[config.mk]
export PLATFORM = sky130hd
export DESIGN_NAME = venom_launcher
export DESIGN_NICKNAME = d
export VERILOG_FILES = /design/src/rtl/venom_launcher.sv
export SDC_FILE = /design/constraint.sdc
export NUM_CORES = 1
export LEC_CHECK = 0
export BUFFER_PORTS_ARGS = -buffer_cell sky130_fd_sc_hd__buf_2
export CAP_MARGIN = 10
export CORE_MARGIN = 2
export CORE_UTILIZATION = 51
export CTS_BUF_LIST = sky130_fd_sc_hd__clkbuf_8 sky130_fd_sc_hd__clkbuf_16
export DETAILED_ROUTE_END_ITERATION = 16
export PLACE_DENSITY = 0.83
export SLEW_MARGIN = 40
export SYNTH_ARGS = -nofsm -noshare
export SYNTH_HDL_FRONTEND = slang
export SYNTH_SLANG_ARGS = --single-unit
[constraint.sdc]
create_clock -name Clk -period 5.05 [get_ports Clk]
set_clock_uncertainty 0.15 [all_clocks]
set_input_delay 1.2625 -clock Clk [delete_from_list [all_inputs] [get_ports Clk]]
set_output_delay 1.2625 -clock Clk [all_outputs]
set_load 0.02 [all_outputs]
[src/rtl/venom_launcher.sv]
`default_nettype none
// ============================================================================
// Module   : venom_launcher
// Brief    : Multi-slot venom projectile fire controller. Optional autofire
//            is enabled by defining VENOM_AUTOFIRE_EN.
// Revision : 1.0 - initial release
// ============================================================================
module venom_launcher #(
    parameter int NUM_SLOTS = 3,
    parameter int KEY_BYTES = 2,
    parameter int DIR_W     = 2,
    parameter int COOLDOWN  = 4,
    parameter int SLOT_W    = (NUM_SLOTS > 1) ? $clog2(NUM_SLOTS) : 1,
    parameter int CNT_W     = $clog2(NUM_SLOTS + 1)
) (
    input  logic                       Clk,
    input  logic                       Reset_n,
    input  logic [8*KEY_BYTES-1:0]     keycode,
    input  logic [7:0]                 fire_key,
    input  logic                       enable,
    input  logic [DIR_W-1:0]           motion_dir,
    input  logic [NUM_SLOTS-1:0]       collision,
    output logic [NUM_SLOTS-1:0]       slot_moving,
    output logic [NUM_SLOTS*DIR_W-1:0] slot_dir,
    output logic                       fire_pulse,
    output logic [SLOT_W-1:0]          fire_slot,
    output logic [CNT_W-1:0]           free_count,
    output logic                       cooldown_busy
);

    localparam int              CD_W      = (COOLDOWN > 0) ? $clog2(COOLDOWN + 1) : 1;
    localparam logic [CD_W-1:0] C_CD_LOAD = CD_W'(COOLDOWN);

    typedef enum logic [1:0] {
        S_IDLE   = 2'd0,
        S_FIRED  = 2'd1,
        S_MOVING = 2'd2
    } slot_state_t;

    logic                  r_match_q;
    logic [CD_W-1:0]       r_cooldown;
    logic                  r_fire_pulse;
    logic [SLOT_W-1:0]     r_fire_slot;

    logic                  w_match;
    logic                  w_request;
    logic                  w_accept;
    logic                  w_any_idle;
    logic [SLOT_W-1:0]     w_alloc_idx;
    logic [NUM_SLOTS-1:0]  w_idle_vec;
    logic [CNT_W-1:0]      w_free_count;

    always_comb begin
        w_match = 1'b0;
        for (int i = 0; i < KEY_BYTES; i++) begin
            if (keycode[8*i +: 8] == fire_key) begin
                w_match = 1'b1;
            end
        end
        w_match = w_match & (fire_key != 8'h00);
    end

    // Scan from the top down so the lowest-index idle slot wins.
    always_comb begin
        w_any_idle  = 1'b0;
        w_alloc_idx = '0;
        for (int i = NUM_SLOTS - 1; i >= 0; i--) begin
            if (w_idle_vec[i]) begin
                w_any_idle  = 1'b1;
                w_alloc_idx = SLOT_W'(i);
            end
        end
    end

    always_comb begin
        w_free_count = '0;
        for (int i = 0; i < NUM_SLOTS; i++) begin
            w_free_count = w_free_count + CNT_W'(w_idle_vec[i]);
        end
    end

`ifdef VENOM_AUTOFIRE_EN
    // A held key re-requests whenever cooldown is clear; the edge is implied.
    assign w_request = w_match | (w_match & ~r_match_q);
`else
    assign w_request = w_match & ~r_match_q;
`endif

    assign w_accept = w_request & enable & w_any_idle & (r_cooldown == '0);

    always_ff @(posedge Clk or negedge Reset_n) begin
        if (!Reset_n) begin
            r_match_q    <= 1'b0;
            r_cooldown   <= '0;
            r_fire_pulse <= 1'b0;
            r_fire_slot  <= '0;
        end else begin
            r_match_q    <= w_match;
            r_fire_pulse <= w_accept;
            if (w_accept) begin
                r_fire_slot <= w_alloc_idx;
                r_cooldown  <= C_CD_LOAD;
            end else if (r_cooldown != '0) begin
                r_cooldown <= r_cooldown - CD_W'(1);
            end
        end
    end

    generate
        for (genvar gi = 0; gi < NUM_SLOTS; gi++) begin : g_slot
            slot_state_t      r_state;
            logic             r_moving;
            logic [DIR_W-1:0] r_dir;

            always_ff @(posedge Clk or negedge Reset_n) begin
                if (!Reset_n) begin
                    r_state  <= S_IDLE;
                    r_moving <= 1'b0;
                    r_dir    <= '0;
                end else begin
                    case (r_state)
                        S_IDLE: begin
                            if (w_accept && (w_alloc_idx == SLOT_W'(gi))) begin
                                r_state <= S_FIRED;
                                r_dir   <= motion_dir;
                            end
                        end
                        S_FIRED: begin
                            r_state  <= S_MOVING;
                            r_moving <= 1'b1;
                        end
                        S_MOVING: begin
                            if (collision[gi]) begin
                                r_state  <= S_IDLE;
                                r_moving <= 1'b0;
                            end
                        end
                        default: begin
                            r_state  <= S_IDLE;
                            r_moving <= 1'b0;
                        end
                    endcase
                end
            end

            assign w_idle_vec[gi]                = (r_state == S_IDLE);
            assign slot_moving[gi]               = r_moving;
            assign slot_dir[DIR_W*gi +: DIR_W]   = r_dir;
        end
    endgenerate

    assign fire_pulse    = r_fire_pulse;
    assign fire_slot     = r_fire_slot;
    assign free_count    = w_free_count;
    assign cooldown_busy = (r_cooldown != '0);

endmodule
`default_nettype wire

After elaboration in Yosys (flattened, before gate mapping). Cells that the tools add are included.

Flip-flop bits (word level): 22. Latch bits: 0. RAM bits: 0. Bits in read-only memories: 0. Output and inout port bits: 15. Word-level logic and storage cells: 86. Memories kept: 0.

$add $sub $neg: 3. $mul: 0. Div/mod/pow operators: 0. $lt $le $gt $ge: 0. Equality and inequality tests: 16. Shift-type cells: 0. Muxes and demuxes: 25. Bitwise logic cells: 9. Reduce and logical (&&, ||, !) cells: 20.

Operators with widths (count): $mux W2 (9); $pmux W2 S3 (3); $reduce_and A2 Y1 (9); $eq A8 B8 Y1 (2); $pmux W1 S3 (3); $eq A2 B1 Y1 const B (4); $eq A2 B2 Y1 const B (4); $logic_not A2 Y1 (4); $mux W1 (8); $reduce_bool A8 Y1 (1); $mux W3 (2); $ne A2 B1 Y1 const B (3); $ne A2 B2 Y1 const B (3); $and A1 B1 Y1 (5); $not A1 Y1 (4); $logic_and A1 B1 Y1 (3); $logic_not A3 Y1 (1); $reduce_bool A3 Y1 (1); $sub A3 B1 Y3 const B (1); $add A1 B1 Y2 (1); $add A2 B1 Y2 (1); $reduce_bool A2 Y1 (1).

Longest topological paths before layout. Gate-level depths: netlist (run 1).

Depth after elaboration: 11. Depth in mapped cells: 6. Mapped depth without buffers: 6.

Least setup slack after synthesis (run 1). No wires, ideal clock.

Path type: input port to flip-flop. Start: input fire_key[6]. End: register g_slot[1].r_dir[0]. Setup time: 0.125 ns. Arrival time: 2.749 ns. Path slack: 2.026 ns. Stages: 5. Path buffers: 0. Path through: xor2_1 nor4_2 a22oi_2 or4_4 mux2_4.

Longest elaborated chain between the ends: 10. Elaborated cells between the ends (all ways): 12. Those cells by class: 2 x eq/ne; 2 x mux; 5 x bitwise; 3 x reduce/logical.

RTL lines: from (decl) (line 19) `input logic [7:0] fire_key,`; $eq A8 B8 Y1 (line 56) `if (keycode[8*i +: 8] == fire_key) begin`; $mux W1 (2 in series) (line 56); $and A1 B1 Y1 * (line 60) `w_match = w_match & (fire_key != 8'h00);`; $and A1 B1 Y1 * (line 86) `assign w_request = w_match & ~r_match_q;`; $and A1 B1 Y1 * (3 in series) (line 89) `assign w_accept = w_request & enable & w_any_idle & (r_cooldown == '0);`; $logic_and A1 B1 Y1 * (line 123) `if (w_accept && (w_alloc_idx == SLOT_W'(gi))) begin`; $reduce_and A2 Y1 (no source line) *; to (signal assigned) (line 125) `r_dir <= motion_dir;`; to (decl) (line 113) `logic [DIR_W-1:0] r_dir;`.

Mark *: on every way between the ends. The rest lies on a longest branch, timed or not. A chain may end at the register's enable or synchronous reset.

Final worst setup path (run 1).
Start: register g_slot[0].r_state[1]. End: output free_count[0].

Longest elaborated chain between the ends: 3.

RTL lines: from (decl) (line 111) `slot_state_t r_state;`; from (signal assigned) (line 117) `r_state <= S_IDLE;`; from (signal assigned) (line 124) `r_state <= S_FIRED;`; from (signal assigned) (line 129) `r_state <= S_MOVING;`; $logic_not A2 Y1 (line 146) `assign w_idle_vec[gi] = (r_state == S_IDLE);`; $add A1 B1 Y2 (line 78) `w_free_count = w_free_count + CNT_W'(w_idle_vec[i]);`; $add A2 B1 Y2 (line 78); to (decl) (line 27) `output logic [CNT_W-1:0] free_count,`.

No other way between the ends.

==> results.yml, run 1 <==
run_status:
  outcome: "finished clean"
critical_path:
  cp.required_ns: 3.64
  path_max_fanout: 5
  cp.arrival_ns: 1.62
  cp-end-kind: "output pin"
  critPathKind: "reg -> out"
  start_kind: "register"
pwr:
  p_leak_nw: 0.764
  power_density_mw_per_mm2: 320
  ir_drop_v: 0.000284
sta:
  worst_pin_slew_ns: 0.634
  period_share: 0.601
  fin_hold_ws_ns: 0.328
  max-slew-margin-rel: 0.574
  finalSetupTns_ns: 0
  finalHoldViolations: 0
  finalCriticalPeriod_ns: 3.03
  worst_slack_ns: 2.02
  rsz0062_at_grt: "false"
  finalSetupViolCount: 0
  slew_violations: 0
  max_freq_mhz: 330
synth:
  avgSynthCellArea_um2: 11.5
  ys_seq_area_frac: 0.466
  synth_edf_count: 0
  synth_ff_type: "dfrtp_1"
  synth_cell_types: 25
  yosysTopAreaCell: "dfrtp_1"
  yosysWarningCount: 0
  ys_top_cells_by_area: "dfrtp_1 (47%), xor2_1 (12%), mux2_2 (6.7%), nor4_2 (5.3%), nor2_1 (3.5%)"
  syn_inst: 103
  synth_top_area_share: 0.466
  synth_common_cells: "dfrtp_1 (22), xor2_1 (16), nor2_1 (11)"
  synth.cell_area_mm2: 0.00118
  synth_nets: 138
  ys_ff_latch: 22
  synthArstFlopShare: 1.00
  yosysMostFrequentCell: "dfrtp_1"
min_path:
  min_path_type: "reg -> reg"
detailed_routing:
  vias: 911
  wl_mm: 2.08
  vias_per_cell: 5.12
  drtIter0Drc: 11
  wire_per_inst_um: 11.7
  route.detailed.drc: 0
  ant_nets: 0
  dr.pass1.iters: 4
global_routing:
  grt_first_pass_wirelength_mm: 3.31
  grt_max_degree: 23
  grt_pass1_vias: 831
  grtUsageTotal: 0.165
  overflow: 0
  antenna_found_initial: 0
clocking:
  cts_buffer_depth: 2
  numCtsBuffers: 3
  path_clk_slew_ns: 0.08
  worstSkewPairLatency_ns: 0.26
  htree_levels: 1
  cts_setup_buffers: 0
  hold_buffers: 0
  tritoncts: "yes"
  cts-resized-gates: 0
  clkSinkCount: 22
  root_buffer: "clkbuf_8"
floorplanning:
  io_pins: 47
  start_util: 0.539
  core_area_mm2: 0.00219
  num_rows: 17
  die_h_um: 52.1
  die-area_mm2: 0.00272
  die_w_um: 52.1
flow_run:
  drv_cap: 0
placed_design:
  gp_congestion: 0.742
  dp_slack_ns: 1.82
  io_buffers: 46
  hpwl_mm: 1.77
layout:
  final_nets: 186
  nFillCells: 169
  syn2layout_area_growth_pct: 26.6
  diodes: 0
  final_layout_size_suffix_gt1_frac: 0.440
## cell usage in the layout, fill, tap and decap left out, types with 2 or more instances in the layout
cell type	synthesis	routed
ha_1	2	2
nor4_2	5	5
nor4_1	2	2
clkbuf_8	0	3
or4_1	2	2
inv_1	6	6
o21ai_0	5	5
mux2_2	7	7
nor2b_1	3	3
xor2_1	16	16
dfrtp_1	22	22
o31ai_1	2	2
nand2_1	2	2
mux2_4	2	2
o21a_1	3	3
buf_2	0	46
nor2_1	11	11
nor3_1	2	2
## through the flow
step | util | total power [mW] | area (um2) | std cells
2_1_floorplan | - | 0.284 | 1180 | 103
3_3_place_gp | 0.650 | 0.318 | 1420 | 174
3_5_place_dp | 0.650 | 0.325 | 1420 | 174
4_1_cts | 0.682 | 0.483 | 1500 | 178
5_1_grt | 0.682 | 0.507 | 1500 | 178
6_report | 0.682 | 0.478 | 1500 | 178
## registers in the layout (all words and copies together) (netlist names)
register / count
g_slot.r_dir: 6
r_cooldown: 3
fire_pulse: 1
g_slot.r_state: 6
g_slot.r_moving: 3
r_match_q: 1
fire_slot: 2
## path summary, 6_finish.rpt
kind	start	endpoint	slack, ns	cells past startpoint
setup reg to reg	r_cooldown[0]$_DFFE_PN0P_	fire_slot[0]$_DFFE_PN0P_	2.88	6
setup / recovery	g_slot[0].r_state[1]$_DFFE_PN0P_	free_count[0]	2.02	3
min in group asynchronous	Reset_n	g_slot[0].r_dir[1]$_DFFE_PN0P_	0.80	1
max in group asynchronous	Reset_n	fire_slot[0]$_DFFE_PN0P_	3.63	1
hold / removal	g_slot[1].r_moving$_DFFE_PN0P_	g_slot[1].r_moving$_DFFE_PN0P_	0.33	1
hold reg to reg	g_slot[1].r_moving$_DFFE_PN0P_	g_slot[1].r_moving$_DFFE_PN0P_	0.33	1
## worst max-delay path: stages (launching register included)
cell	delay [ns]
dfrtp_1	0.40
nor2_1	0.33
fa_1	0.47
buf_2	0.17
## where the power goes
part,internal (mW),switching (mW)
clock,0.106,0.0537
combinational,0.0491,0.0674
sequential,0.194,0.00800
total,0.349,0.129
## layout make-up
class                      count  area, um2  share of cell area
clock buffer                   3       41.3              0.0276
clock inverter                 1       30.0              0.0201
inverter                       6       22.5              0.0151
multi-input combinational     72        586               0.392
sequential                    22        551               0.368
tap                           28       35.0              0.0234
timing repair buffer          46        230               0.154
## logic make-up after synthesis
kind of cell | Yosys count | synth area share
AOI/OAI and AO/OA | 14 | 0.0837
xor gates and xnor gates | 16 | 0.119
adders and majority gates | 3 | 0.0381
buffers and inverters | 9 | 0.0381
DFF | 22 | 0.466
muxes | 9 | 0.0922
and+or+nand+nor | 30 | 0.163
## routing by layer
layer,part of all wire,global-route usage,wire length [um],vias to the layer above
met4,0.012,0.0789,25,0
met3,0.064,0.0172,133,2
met5,0,0,0,-
met2,0.52,0.300,1080,37
met1,0.40,0.192,840,415
li1,-,-,-,457
Note: power is estimated with default switching activity, not from simulation.
==> run 2, diff against run 1 <==
--- a/config.mk
+++ b/config.mk
@@ -5,13 +5,14 @@
 export SDC_FILE = /design/constraint.sdc
 export NUM_CORES = 1
 export LEC_CHECK = 0
+export ABC_AREA = 1
 export BUFFER_PORTS_ARGS = -buffer_cell sky130_fd_sc_hd__buf_2
 export CAP_MARGIN = 10
 export CORE_MARGIN = 2
-export CORE_UTILIZATION = 51
+export CORE_UTILIZATION = 44
 export CTS_BUF_LIST = sky130_fd_sc_hd__clkbuf_8 sky130_fd_sc_hd__clkbuf_16
 export DETAILED_ROUTE_END_ITERATION = 16
-export PLACE_DENSITY = 0.83
+export PLACE_DENSITY = 0.75
 export SLEW_MARGIN = 40
 export SYNTH_ARGS = -nofsm -noshare
 export SYNTH_HDL_FRONTEND = slang
==> constraint.sdc (replaced) <==
create_clock -name Clk -period 2.6 [get_ports Clk]
set_clock_uncertainty 0.15 [all_clocks]
set_input_delay 0.65 -clock Clk [delete_from_list [all_inputs] [get_ports Clk]]
set_output_delay 0.65 -clock Clk [all_outputs]
set_load 0.02 [all_outputs]
==> run 2 against run 1 <==
Effect of this change: largest cell class unchanged; highest routed layer unchanged; sequential power is 94% higher; power is 81% higher; wire length is 16% higher; first-iteration DRC count is 150% higher; synthesized cell count is 70% higher.
==> results.yml, run 2 <==
clocking:
  cts_buffer_depth: 2
  htree_levels: 1
  clkSinkCount: 22
  tritoncts: "yes"
  cts_setup_buffers: 0
  path_clk_slew_ns: 0.08
  root_buffer: "clkbuf_8"
  hold_buffers: 0
  worstSkewPairLatency_ns: 0.26
  numCtsBuffers: 3
  cts-resized-gates: 0
sta:
  period_share: 0.907
  rsz0062_at_grt: "false"
  max-slew-margin-rel: 0.690
  finalHoldViolations: 0
  finalCriticalPeriod_ns: 2.36
  max_freq_mhz: 424
  finalSetupViolCount: 0
  worst_pin_slew_ns: 0.465
  slew_violations: 0
  finalSetupTns_ns: 0
layout:
  final_layout_size_suffix_gt1_frac: 0.297
  diodes: 0
  largest_registers: "g_slot.r_dir x6, g_slot.r_state x6"
  final_nets: 258
  multi_input_area_um2: 619
  final_util: 0.577
  syn2layout_area_growth_pct: 22.3
  design_area_mm2: 0.00163
  nFillCells: 280
  seqCellArea_um2: 551
  layout_commonest_cell: "nand2_1"
  final_cell_mix: "nand2_1 (55), buf_2 (46), inv_1 (30), dfrtp_1 (22), nor2_1 (12)"
placed_design:
  gp_congestion: 0.769
  dpl_cell_area_mm2: 0.00158
  hpwl_mm: 1.97
  io_buffers: 46
critical_path:
  r2r_cells: 8
  start_kind: "register"
  cp.arrival_ns: 1.56
  cp.required_ns: 1.80
  cp-end-kind: "output pin"
  critPathKind: "reg -> out"
  path_max_fanout: 4
synth:
  synth_mux_area_frac: 0
  synth_ff_type: "dfrtp_1"
  synth_top_family_by_area: "simple AND/OR/NAND/NOR gates"
  synth_common_cells: "nand2_1 (55), inv_1 (30), dfrtp_1 (22)"
  yosysTopAreaCell: "dfrtp_1"
  synth_compound_area_frac: 0.0862
  ys_top_cells_by_area: "dfrtp_1 (41%), nand2_1 (15%), inv_1 (8.4%), xnor2_1 (5.2%), nor2_1 (3.4%)"
  synth_top_area_share: 0.412
  yosys.area_share.xor_xnor: 0.0590
  synth_cell_types: 26
  avgSynthCellArea_um2: 7.63
  synthSimpleGateAreaFrac: 0.285
  syn_inst: 175
  yosysWarningCount: 0
  ys_seq_area_frac: 0.412
  synth_edf_count: 0
  synthAdderAreaFrac: 0.0337
  synth.cell_area_mm2: 0.00134
  synthArstFlopShare: 1.00
  synth_nets: 210
  ys_ff_latch: 22
  yosysMostFrequentCell: "nand2_1"
global_routing:
  antenna_found_initial: 0
  grt_pass1_vias: 1088
  overflow: 0
  grt_max_degree: 23
  grtUsageTotal: 0.163
  grt_first_pass_wirelength_mm: 4.33
detailed_routing:
  ant_nets: 0
  drtIter0Drc: 27
  wire_per_inst_um: 9.52
  dr.pass1.iters: 4
  wl_mm: 2.41
  vias: 1157
  vias_per_cell: 4.57
  route.detailed.drc: 0
pwr:
  power_density_mw_per_mm2: 531
  ir_drop_v: 0.000247
  p_leak_nw: 0.883
  finalPower_mw: 0.867
floorplanning:
  start_util: 0.472
  die-area_mm2: 0.00349
  num_rows: 19
  core_area_mm2: 0.00283
  die_w_um: 59.1
  io_pins: 47
  die_h_um: 59.1
run_status:
  outcome: "finished clean"
min_path:
  min_path_type: "in -> async"
flow_run:
  drv_cap: 0
[run 2: critical path, cell delays in order (launching register included)]
cell and delay (ns):
dfrtp_1 0.34, inv_1 0.07, nand2_1 0.12, inv_1 0.09
fa_1 0.52, buf_2 0.16
[run 2: area by class of cell]
cell class / instances / share of cell area
multi-input cells: 114 / 0.379
flip-flops and latches: 22 / 0.337
clock buffers: 4 / 0.0337
well taps: 31 / 0.0238
repair buffers: 47 / 0.146
inverters: 35 / 0.0805
[run 2: layer usage]
metal,track usage,part of all wire,vias to the layer above
met1,0.188,0.47,501
li1,-,-,619
met2,0.283,0.47,33
met4,0.0649,0.013,0
met3,0.0480,0.049,4
met5,0,0,-
[run 2: final timing paths]
| kind | slack [ns] | end | from |
|---|---|---|---|
| setup / recovery | 0.24 | free_count[0] | g_slot[1].r_state[0]$_DFFE_PN0P_ |
| hold / removal | 0.18 | g_slot[0].r_moving$_DFFE_PN0P_ | Reset_n |
| setup reg to reg | 0.94 | g_slot[1].r_dir[0]$_DFFE_PN0P_ | g_slot[1].r_state[0]$_DFFE_PN0P_ |
| hold reg to reg | 0.33 | g_slot[0].r_moving$_DFFE_PN0P_ | g_slot[0].r_moving$_DFFE_PN0P_ |
| max in group asynchronous | 1.80 | g_slot[2].r_state[1]$_DFFE_PN0P_ | Reset_n |
| min in group Clk | 0.33 | g_slot[0].r_moving$_DFFE_PN0P_ | g_slot[0].r_moving$_DFFE_PN0P_ |
[run 2: cells by family after synthesis]
logic type,count (synthesis)
adders and majority gates,3
and+or+nand+nor,85
buffers and inverters,39
xor gates and xnor gates,9
AOI/OAI and AO/OA,17
DFF,22
[run 2: metrics by stage]
stage	hold WS, ns	setup WS [ns]	std cells
global placement	0.317	0.556	249
finish	0.184	0.243	253
CTS	0.193	0.223	253
global route	0.218	0.141	253
floorplan	0.204	0.608	175
detailed placement	0.320	0.540	249
[run 2: power breakdown]
group / total, mW / leakage (nW) / internal, mW / switching, mW
combinational: 0.236 / 0.587 / 0.103 / 0.133
clock: 0.240 / 0.0288 / 0.135 / 0.105
sequential: 0.391 / 0.267 / 0.376 / 0.0150
